===== config.mk =====
export PLATFORM = sky130hd
export DESIGN_NAME = mem_1rw_arbiter_flat
export DESIGN_NICKNAME = d
export VERILOG_FILES = /design/src/rtl/mem_1rw_arbiter_if.sv /design/src/rtl/mem_1rw_arbiter.sv /design/src/flat_wrapper.sv
export SDC_FILE = /design/constraint.sdc
export NUM_CORES = 1
export LEC_CHECK = 0
export BUFFER_PORTS_ARGS = -buffer_cell sky130_fd_sc_hd__buf_2
export CORE_AREA = 5 5 158 160
export DETAILED_ROUTE_END_ITERATION = 12
export DIE_AREA = 0 0 163 165
export SKIP_CTS_REPAIR_TIMING = 1
export SLEW_MARGIN = 10
export SYNTH_ARGS = -nofsm -noshare
export SYNTH_HDL_FRONTEND = slang
export SYNTH_SLANG_ARGS = --single-unit

===== constraint.sdc =====
create_clock -name clk -period 2.5 [get_ports clk]
set_clock_uncertainty 0.2 [all_clocks]
set_input_delay 0.25 -clock clk [delete_from_list [all_inputs] [get_ports clk]]
set_output_delay 0.25 -clock clk [all_outputs]
set_load 0.05 [all_outputs]

===== src/rtl/mem_1rw_arbiter_if.sv =====
// Request/response bundle for the two requesters sharing a 1RW SRAM.
// Index p of each packed vector belongs to port p.
interface mem_1rw_arbiter_if #(
    parameter int WIDTH  = 64,
    parameter int ADDR_W = 6
);
    logic [1:0]             req_valid;
    logic [1:0]             req_ready;
    logic [1:0]             req_write;
    logic [1:0][ADDR_W-1:0] req_addr;
    logic [1:0][WIDTH-1:0]  req_wdata;
    logic [1:0]             resp_valid;
    logic [1:0]             resp_ready;
    logic [1:0][WIDTH-1:0]  resp_rdata;

    modport master (
        output req_valid, req_write, req_addr, req_wdata, resp_ready,
        input  req_ready, resp_valid, resp_rdata
    );

    modport slave (
        input  req_valid, req_write, req_addr, req_wdata, resp_ready,
        output req_ready, resp_valid, resp_rdata
    );
endinterface


===== src/rtl/mem_1rw_arbiter.sv =====
// Round-robin sharing of one 1RW SRAM between two ports,
// with a one-entry read response register per port.
module mem_1rw_arbiter #(
    parameter int DEPTH  = 48,
    parameter int WIDTH  = 64,
    parameter int ADDR_W = 6
) (
    input  logic              clk,
    input  logic              rst_n,
    mem_1rw_arbiter_if.slave  bus,
    output logic              mem_clk,
    output logic              mem_en,
    output logic              mem_wmode,
    output logic [ADDR_W-1:0] mem_addr,
    output logic [WIDTH-1:0]  mem_wdata,
    input  logic [WIDTH-1:0]  mem_rdata
);
    localparam logic [ADDR_W:0] DEPTH_L = (ADDR_W+1)'(DEPTH);

    logic [1:0]            inflight;
    logic [1:0]            oor_q;
    logic [1:0]            resp_valid_q;
    logic [1:0][WIDTH-1:0] rdata_q;
    logic                  rr_ptr;

    logic [1:0]        slot_ok;
    logic [1:0]        elig;
    logic [1:0]        grant;
    logic              sel;
    logic              acc;
    logic [ADDR_W-1:0] a_addr;
    logic              a_write;
    logic              in_range;

    assign mem_clk = clk;

    // A read needs a free response slot; writes never do.
    assign slot_ok = ~inflight & (~resp_valid_q | bus.resp_ready);
    assign elig    = rst_n ? (bus.req_valid & (bus.req_write | slot_ok))
                           : 2'b00;

    always_comb begin
        grant = 2'b00;
        unique case (elig)
            2'b11:   grant = rr_ptr ? 2'b10 : 2'b01;
            default: grant = elig;
        endcase
    end

    assign sel      = grant[1];
    assign acc      = |grant;
    assign a_addr   = bus.req_addr[sel];
    assign a_write  = bus.req_write[sel];
    assign in_range = {1'b0, a_addr} < DEPTH_L;

    always_comb begin
        mem_en    = 1'b0;
        mem_wmode = 1'b0;
        mem_addr  = '0;
        mem_wdata = '0;
        if (acc && in_range) begin
            mem_en    = 1'b1;
            mem_wmode = a_write;
            mem_addr  = a_addr;
            mem_wdata = bus.req_wdata[sel];
        end
    end

    assign bus.req_ready  = grant;
    assign bus.resp_valid = resp_valid_q;
    assign bus.resp_rdata = rdata_q;

    always_ff @(posedge clk) begin
        if (!rst_n) begin
            inflight     <= '0;
            oor_q        <= '0;
            resp_valid_q <= '0;
            rdata_q      <= '0;
            rr_ptr       <= 1'b0;
        end else begin
            if (acc) begin
                rr_ptr <= ~sel;
            end
            for (int p = 0; p < 2; p++) begin
                inflight[p] <= grant[p] & ~bus.req_write[p];
                oor_q[p]    <= ~in_range;
                // A capture at the same edge as a consume keeps valid high.
                if (inflight[p]) begin
                    rdata_q[p]      <= oor_q[p] ? '0 : mem_rdata;
                    resp_valid_q[p] <= 1'b1;
                end else if (bus.resp_ready[p]) begin
                    resp_valid_q[p] <= 1'b0;
                end
            end
        end
    end
endmodule


===== src/flat_wrapper.sv =====
// flat-port wrapper written by rule: the top's interface ports become plain ports
module mem_1rw_arbiter_flat 
#(
    parameter int DEPTH  = 48,
    parameter int WIDTH  = 64,
    parameter int ADDR_W = 6
)
  (clk, rst_n, mem_clk, mem_en, mem_wmode, mem_addr, mem_wdata, mem_rdata, bus_req_valid, bus_req_write, bus_req_addr, bus_req_wdata, bus_resp_ready, bus_req_ready, bus_resp_valid, bus_resp_rdata);
  mem_1rw_arbiter_if #(.WIDTH(WIDTH), .ADDR_W(ADDR_W)) bus_i ();
  input  logic clk;
  input  logic rst_n;
  output logic mem_clk;
  output logic mem_en;
  output logic mem_wmode;
  output logic [ADDR_W-1:0] mem_addr;
  output logic [WIDTH-1:0] mem_wdata;
  input  logic [WIDTH-1:0] mem_rdata;
  input wire logic [$bits(bus_i.req_valid)-1:0] bus_req_valid;
  input wire logic [$bits(bus_i.req_write)-1:0] bus_req_write;
  input wire logic [$bits(bus_i.req_addr)-1:0] bus_req_addr;
  input wire logic [$bits(bus_i.req_wdata)-1:0] bus_req_wdata;
  input wire logic [$bits(bus_i.resp_ready)-1:0] bus_resp_ready;
  output wire logic [$bits(bus_i.req_ready)-1:0] bus_req_ready;
  output wire logic [$bits(bus_i.resp_valid)-1:0] bus_resp_valid;
  output wire logic [$bits(bus_i.resp_rdata)-1:0] bus_resp_rdata;
  assign bus_i.req_valid = bus_req_valid;
  assign bus_i.req_write = bus_req_write;
  assign bus_i.req_addr = bus_req_addr;
  assign bus_i.req_wdata = bus_req_wdata;
  assign bus_i.resp_ready = bus_resp_ready;
  assign bus_req_ready = bus_i.req_ready;
  assign bus_resp_valid = bus_i.resp_valid;
  assign bus_resp_rdata = bus_i.resp_rdata;
  mem_1rw_arbiter #(.DEPTH(DEPTH), .WIDTH(WIDTH), .ADDR_W(ADDR_W)) u_core (.clk(clk), .rst_n(rst_n), .bus(bus_i), .mem_clk(mem_clk), .mem_en(mem_en), .mem_wmode(mem_wmode), .mem_addr(mem_addr), .mem_wdata(mem_wdata), .mem_rdata(mem_rdata));
endmodule

==> tab_implementation.tex <==
\begin{tabular}{lr}
\hline
Metric & Value \\
\hline
\multicolumn{2}{l}{\textbf{Outcome}} \\
\quad Result of the run & finished with violations \\
\quad Failing checks & hold timing, setup timing \\
\multicolumn{2}{l}{\textbf{Power and ir drop}} \\
\quad Switching pwr & 0.00241 W \\
\quad Flop pwr share & 31.7\% \\
\quad PnR Total Power & 0.00708 W \\
\quad Power per Cell Area & 585 nW/µm² \\
\quad Switching Fraction & 34.0\% \\
\quad Leakage power of the design & 5.11 nW \\
\quad Share of total power in the clock network & 39.6\% \\
\quad Worst VDD drop & 433 µV \\
\quad Logic pwr share & 28.7\% \\
\quad Internal Pwr Total & 0.00468 W \\
\multicolumn{2}{l}{\textbf{STA}} \\
\quad Post-route worst hold slack & -0.0294 ns \\
\quad Final setup slack of the worst path & -0.381 ns \\
\quad Final max-slew violation count & 0 \\
\quad Final Critical Period & 2.88 ns \\
\quad Post-route fraction of the period consumed by the critical path & 115\% \\
\quad Setup Viol. Count Final & 73 \\
\quad Actual transition at the worst max-transition pin & 0.681 ns \\
\quad Relative slew margins & 54.6\% \\
\quad RSZ-0062 raised after global routing & yes \\
\quad Hold Vio Cnt, Final & 44 \\
\quad Fmax achieved & 347 MHz \\
\multicolumn{2}{l}{\textbf{Clocking}} \\
\quad TritonCTS clock tree & done \\
\quad Clock-pin slew on the worst setup and hold paths & 0.06 ns \\
\quad Worst-Skew Late Latency & 0.53 ns \\
\multicolumn{2}{l}{\textbf{Place}} \\
\quad Placement Cell Area & 9770 µm² \\
\quad Dpl hpwl & 18800 µm \\
\quad Port Buffers & 416 \\
\quad Routability cong. & 0.846 \\
\quad Placed instance count & 1483 \\
\multicolumn{2}{l}{\textbf{Worst setup path}} \\
\quad Category of the worst setup path launch point & register \\
\quad Depth of the most critical reg-to-reg path & 7 \\
\quad R2r setup slk & 0.12 ns \\
\quad Critical Setup Path Class & register to output pin \\
\quad Capturing point of the worst reg2reg path & u\_core.oor\_q[0]\$\_SDFF\_PN0\_ \\
\quad Crit Path Max Fanout & 9 \\
\quad Startpoint of the most critical register-to-register path & u\_core.bus.resp\_valid[0]\$\_SDFFE\_PN0P\_ \\
\quad CP Capture Type & output pin \\
\quad Data required time of the critical path & 2.05 ns \\
\quad Worst Path Arrival & 2.43 ns \\
\multicolumn{2}{l}{\textbf{Floorplanning}} \\
\quad Initial Util & 30.4\% \\
\quad Y dimension of the die & 165 µm \\
\quad Die Area & 26900 µm² \\
\quad Placeable core area & 23300 µm² \\
\quad Number of rows in the core area & 56 \\
\quad IO Pins & 417 \\
\quad Die extent in x & 163 µm \\
\multicolumn{2}{l}{\textbf{Hold path}} \\
\quad Beginning of the worst hold path & mem\_rdata[8] \\
\quad Hold Crit Endpoint & u\_core.bus.resp\_rdata[72]\$\_SDFFE\_PN0P\_ \\
\quad Hold path depth & 4 \\
\quad Tightest Hold Check Type & input pin to register \\
\multicolumn{2}{l}{\textbf{Logic synthesis}} \\
\quad Most common library cells after synthesis & 198 x sky130\_fd\_sc\_hd\_\_nor2b\_1, 134 x sky130\_fd\_sc\_hd\_\_dfxtp\_1, 128 x sky130\_fd\_sc\_hd\_\_mux2i\_1 \\
\quad Netlist area before placement & 7070 µm² \\
\quad Post-synth net total & 988 \\
\quad Share of synthesized flip-flops with an asynchronous set or reset & 0\% \\
\quad Arithmetic-cell share of the synthesized area counting full adders, half adders and majority gates & 0\% \\
\quad Cell count after synthesis & 776 \\
\quad Top FF cell, synth & sky130\_fd\_sc\_hd\_\_dfxtp\_1 \\
\quad Share of synthesized cell area in and, or, nand and nor gates & 24.4\% \\
\quad Fraction of synthesized cell area in xor and xnor cells & 0\% \\
\quad Mean cell area of the mapped netlist & 9.11 µm² \\
\quad Sequential share of the synthesized area & 37.9\% \\
\quad Most common cell in the synthesized netlist & sky130\_fd\_sc\_hd\_\_nor2b\_1 \\
\quad Synth Warn \# & 0 \\
\quad Share of cell area taken by muxes after synthesis & 18.1\% \\
\quad Register bit total from synthesis & 134 \\
\quad Count of flip-flops with a built-in enable after synthesis & 0 \\
\quad Combinational family with the most area after synthesis & simple AND/OR/NAND/NOR gates \\
\quad Complex-gate fraction of the synthesized area & 14.3\% \\
\quad Ranking of synthesized cells by area & sky130\_fd\_sc\_hd\_\_dfxtp\_1 38\%, sky130\_fd\_sc\_hd\_\_mux2i\_1 18\%, sky130\_fd\_sc\_hd\_\_nor2b\_1 18\% \\
\quad Leading area contributor after synthesis & sky130\_fd\_sc\_hd\_\_dfxtp\_1 \\
\quad Synth top area share & 37.9\% \\
\quad Number of different library cells in the post-synthesis netlist & 31 \\
\multicolumn{2}{l}{\textbf{Detailed routing}} \\
\quad Vias after detailed routing & 7556 \\
\quad Total routed wirelength & 29100 µm \\
\quad DRC violation count after routing & 0 \\
\quad Count of antenna-violating nets left after detailed routing & 0 \\
\quad Vias per inst & 4.77 \\
\quad Routed wire length per instance & 18.3 µm \\
\quad Router iterations before antenna repair & 7 \\
\quad Iteration-0 DRC Markers & 495 \\
\multicolumn{2}{l}{\textbf{Cells and area}} \\
\quad Fraction of final layout cells with drive strength greater than 1 & 48.2\% \\
\quad Post-route cell area & 12100 µm² \\
\quad Final nets & 1461 \\
\quad Number of filler cells placed in the layout & 2091 \\
\quad Post-Layout Cell Count & 1584 \\
\quad Synthesis-to-finish area growth & 71.4\% \\
\multicolumn{2}{l}{\textbf{Flow run}} \\
\quad Maximum Capacitance Violations & 0 \\
\multicolumn{2}{l}{\textbf{GRT}} \\
\quad First-pass GRT wire length & 37600 µm \\
\quad Antenna violations before repair & 1 \\
\quad Combined global-route utilization of all metal layers & 17.5\% \\
\quad Remaining global-route overflow & 0 \\
\quad Maximum number of pins on one net before global-route repair & 72 \\
\quad Via count of the first global-routing pass & 6866 \\
\hline
\end{tabular}
## critical path: stages, from the launching register on
cell and delay, ns:
sky130_fd_sc_hd__dfxtp_2 0.33, sky130_fd_sc_hd__nor3b_4 0.15, sky130_fd_sc_hd__or3_4 0.42, sky130_fd_sc_hd__buf_8 0.16, sky130_fd_sc_hd__clkbuf_16 0.16, sky130_fd_sc_hd__o21ai_0 0.41
sky130_fd_sc_hd__a21oi_4 0.11, sky130_fd_sc_hd__buf_6 0.17
## layer usage
layer	track usage (%)	up-vias	routed length, µm
li1	-	3619	-
met1	22.9	3509	12300
met2	28.1	364	13800
met3	4.89	64	2190
met4	5.57	0	698
met5	0	-	0
## cell type report
type | count | area, µm² | area share (%)
tap | 319 | 399 | 3.29
antenna | 3 | 7.51 | 0.0620
inverter | 4 | 20.0 | 0.165
sequential | 134 | 2690 | 22.2
timing repair buffer | 523 | 3850 | 31.8
multi-input combinational | 565 | 4470 | 36.9
clock buffer | 23 | 533 | 4.40
clock inverter | 13 | 138 | 1.14
## worst max-delay path by stage
stage / endpoint / slack, ns / from
2_1_floorplan: mem_addr[1] / -0.12 / u_core.bus.resp_valid[1]$_SDFFE_PN0P_
3_3_place_gp: mem_wdata[16] / -0.08 / bus_req_write[1]
3_5_place_dp: mem_wdata[16] / -0.07 / bus_req_write[1]
4_1_cts: mem_wdata[16] / -0.63 / u_core.bus.resp_valid[1]$_SDFFE_PN0P_
5_1_grt: mem_wdata[11] / -0.41 / u_core.bus.resp_valid[1]$_SDFFE_PN0P_
6_report: mem_wdata[11] / -0.38 / u_core.bus.resp_valid[1]$_SDFFE_PN0P_
## power by group through the flow
stage / registers (W) / logic (W) / clock network [W]
final: 0.00225 / 0.00204 / 0.00280
after global routing: 0.00225 / 0.00213 / 0.00299
after CTS: 0.00225 / 0.00162 / 0.00290
after detailed placement: 0.00229 / 0.00162 / 0.0000763
after global placement: 0.00229 / 0.00161 / 0.0000763
after floorplan: 0.00252 / 0.000898 / 0.0000862
## through the flow
step	TNS [ns]	utilization, %	setup slack, ns
global route	-24.59	52.1	-0.408
finish	-20.31	52.1	-0.381
CTS	-38.43	44.9	-0.626
floorplan	-7.28	-	-0.116
detailed placement	-0.535	42.0	-0.0709
global placement	-0.392	42.0	-0.0751
## logic make-up (layout without fill, tap and decap cells)
group                  after synthesis  after routing
flip-flops                         134            134
buffers and inverters               78            563
multiplexers                       128            128
AO/OA/AOI/OAI                      146            147
AND/OR/NAND/NOR                    290            290
other                                0              3
## registers in the layout, summed over array words and instances, names as in the netlist
name and flops:
u_core.bus.resp_rdata 128, u_core.bus.resp_valid 2, u_core.inflight 2, u_core.oor_q 1, u_core.rr_ptr 1
## cell usage in the layout, fill, tap and decap left out, types with 4 or more instances in the layout
cell type,count
sky130_fd_sc_hd__inv_6,4
sky130_fd_sc_hd__clkbuf_16,29
sky130_fd_sc_hd__o21ai_1,36
sky130_fd_sc_hd__mux2i_1,128
sky130_fd_sc_hd__dlygate4sd3_1,43
sky130_fd_sc_hd__o21ai_0,30
sky130_fd_sc_hd__buf_6,67
sky130_fd_sc_hd__nand3_1,67
sky130_fd_sc_hd__nor2b_1,197
sky130_fd_sc_hd__a21oi_4,38
sky130_fd_sc_hd__dfxtp_1,129
sky130_fd_sc_hd__buf_4,37
sky130_fd_sc_hd__clkinv_4,5
sky130_fd_sc_hd__a21oi_2,31
sky130_fd_sc_hd__buf_12,10
sky130_fd_sc_hd__buf_8,11
sky130_fd_sc_hd__buf_2,344
(Power assumes the default switching activity.)
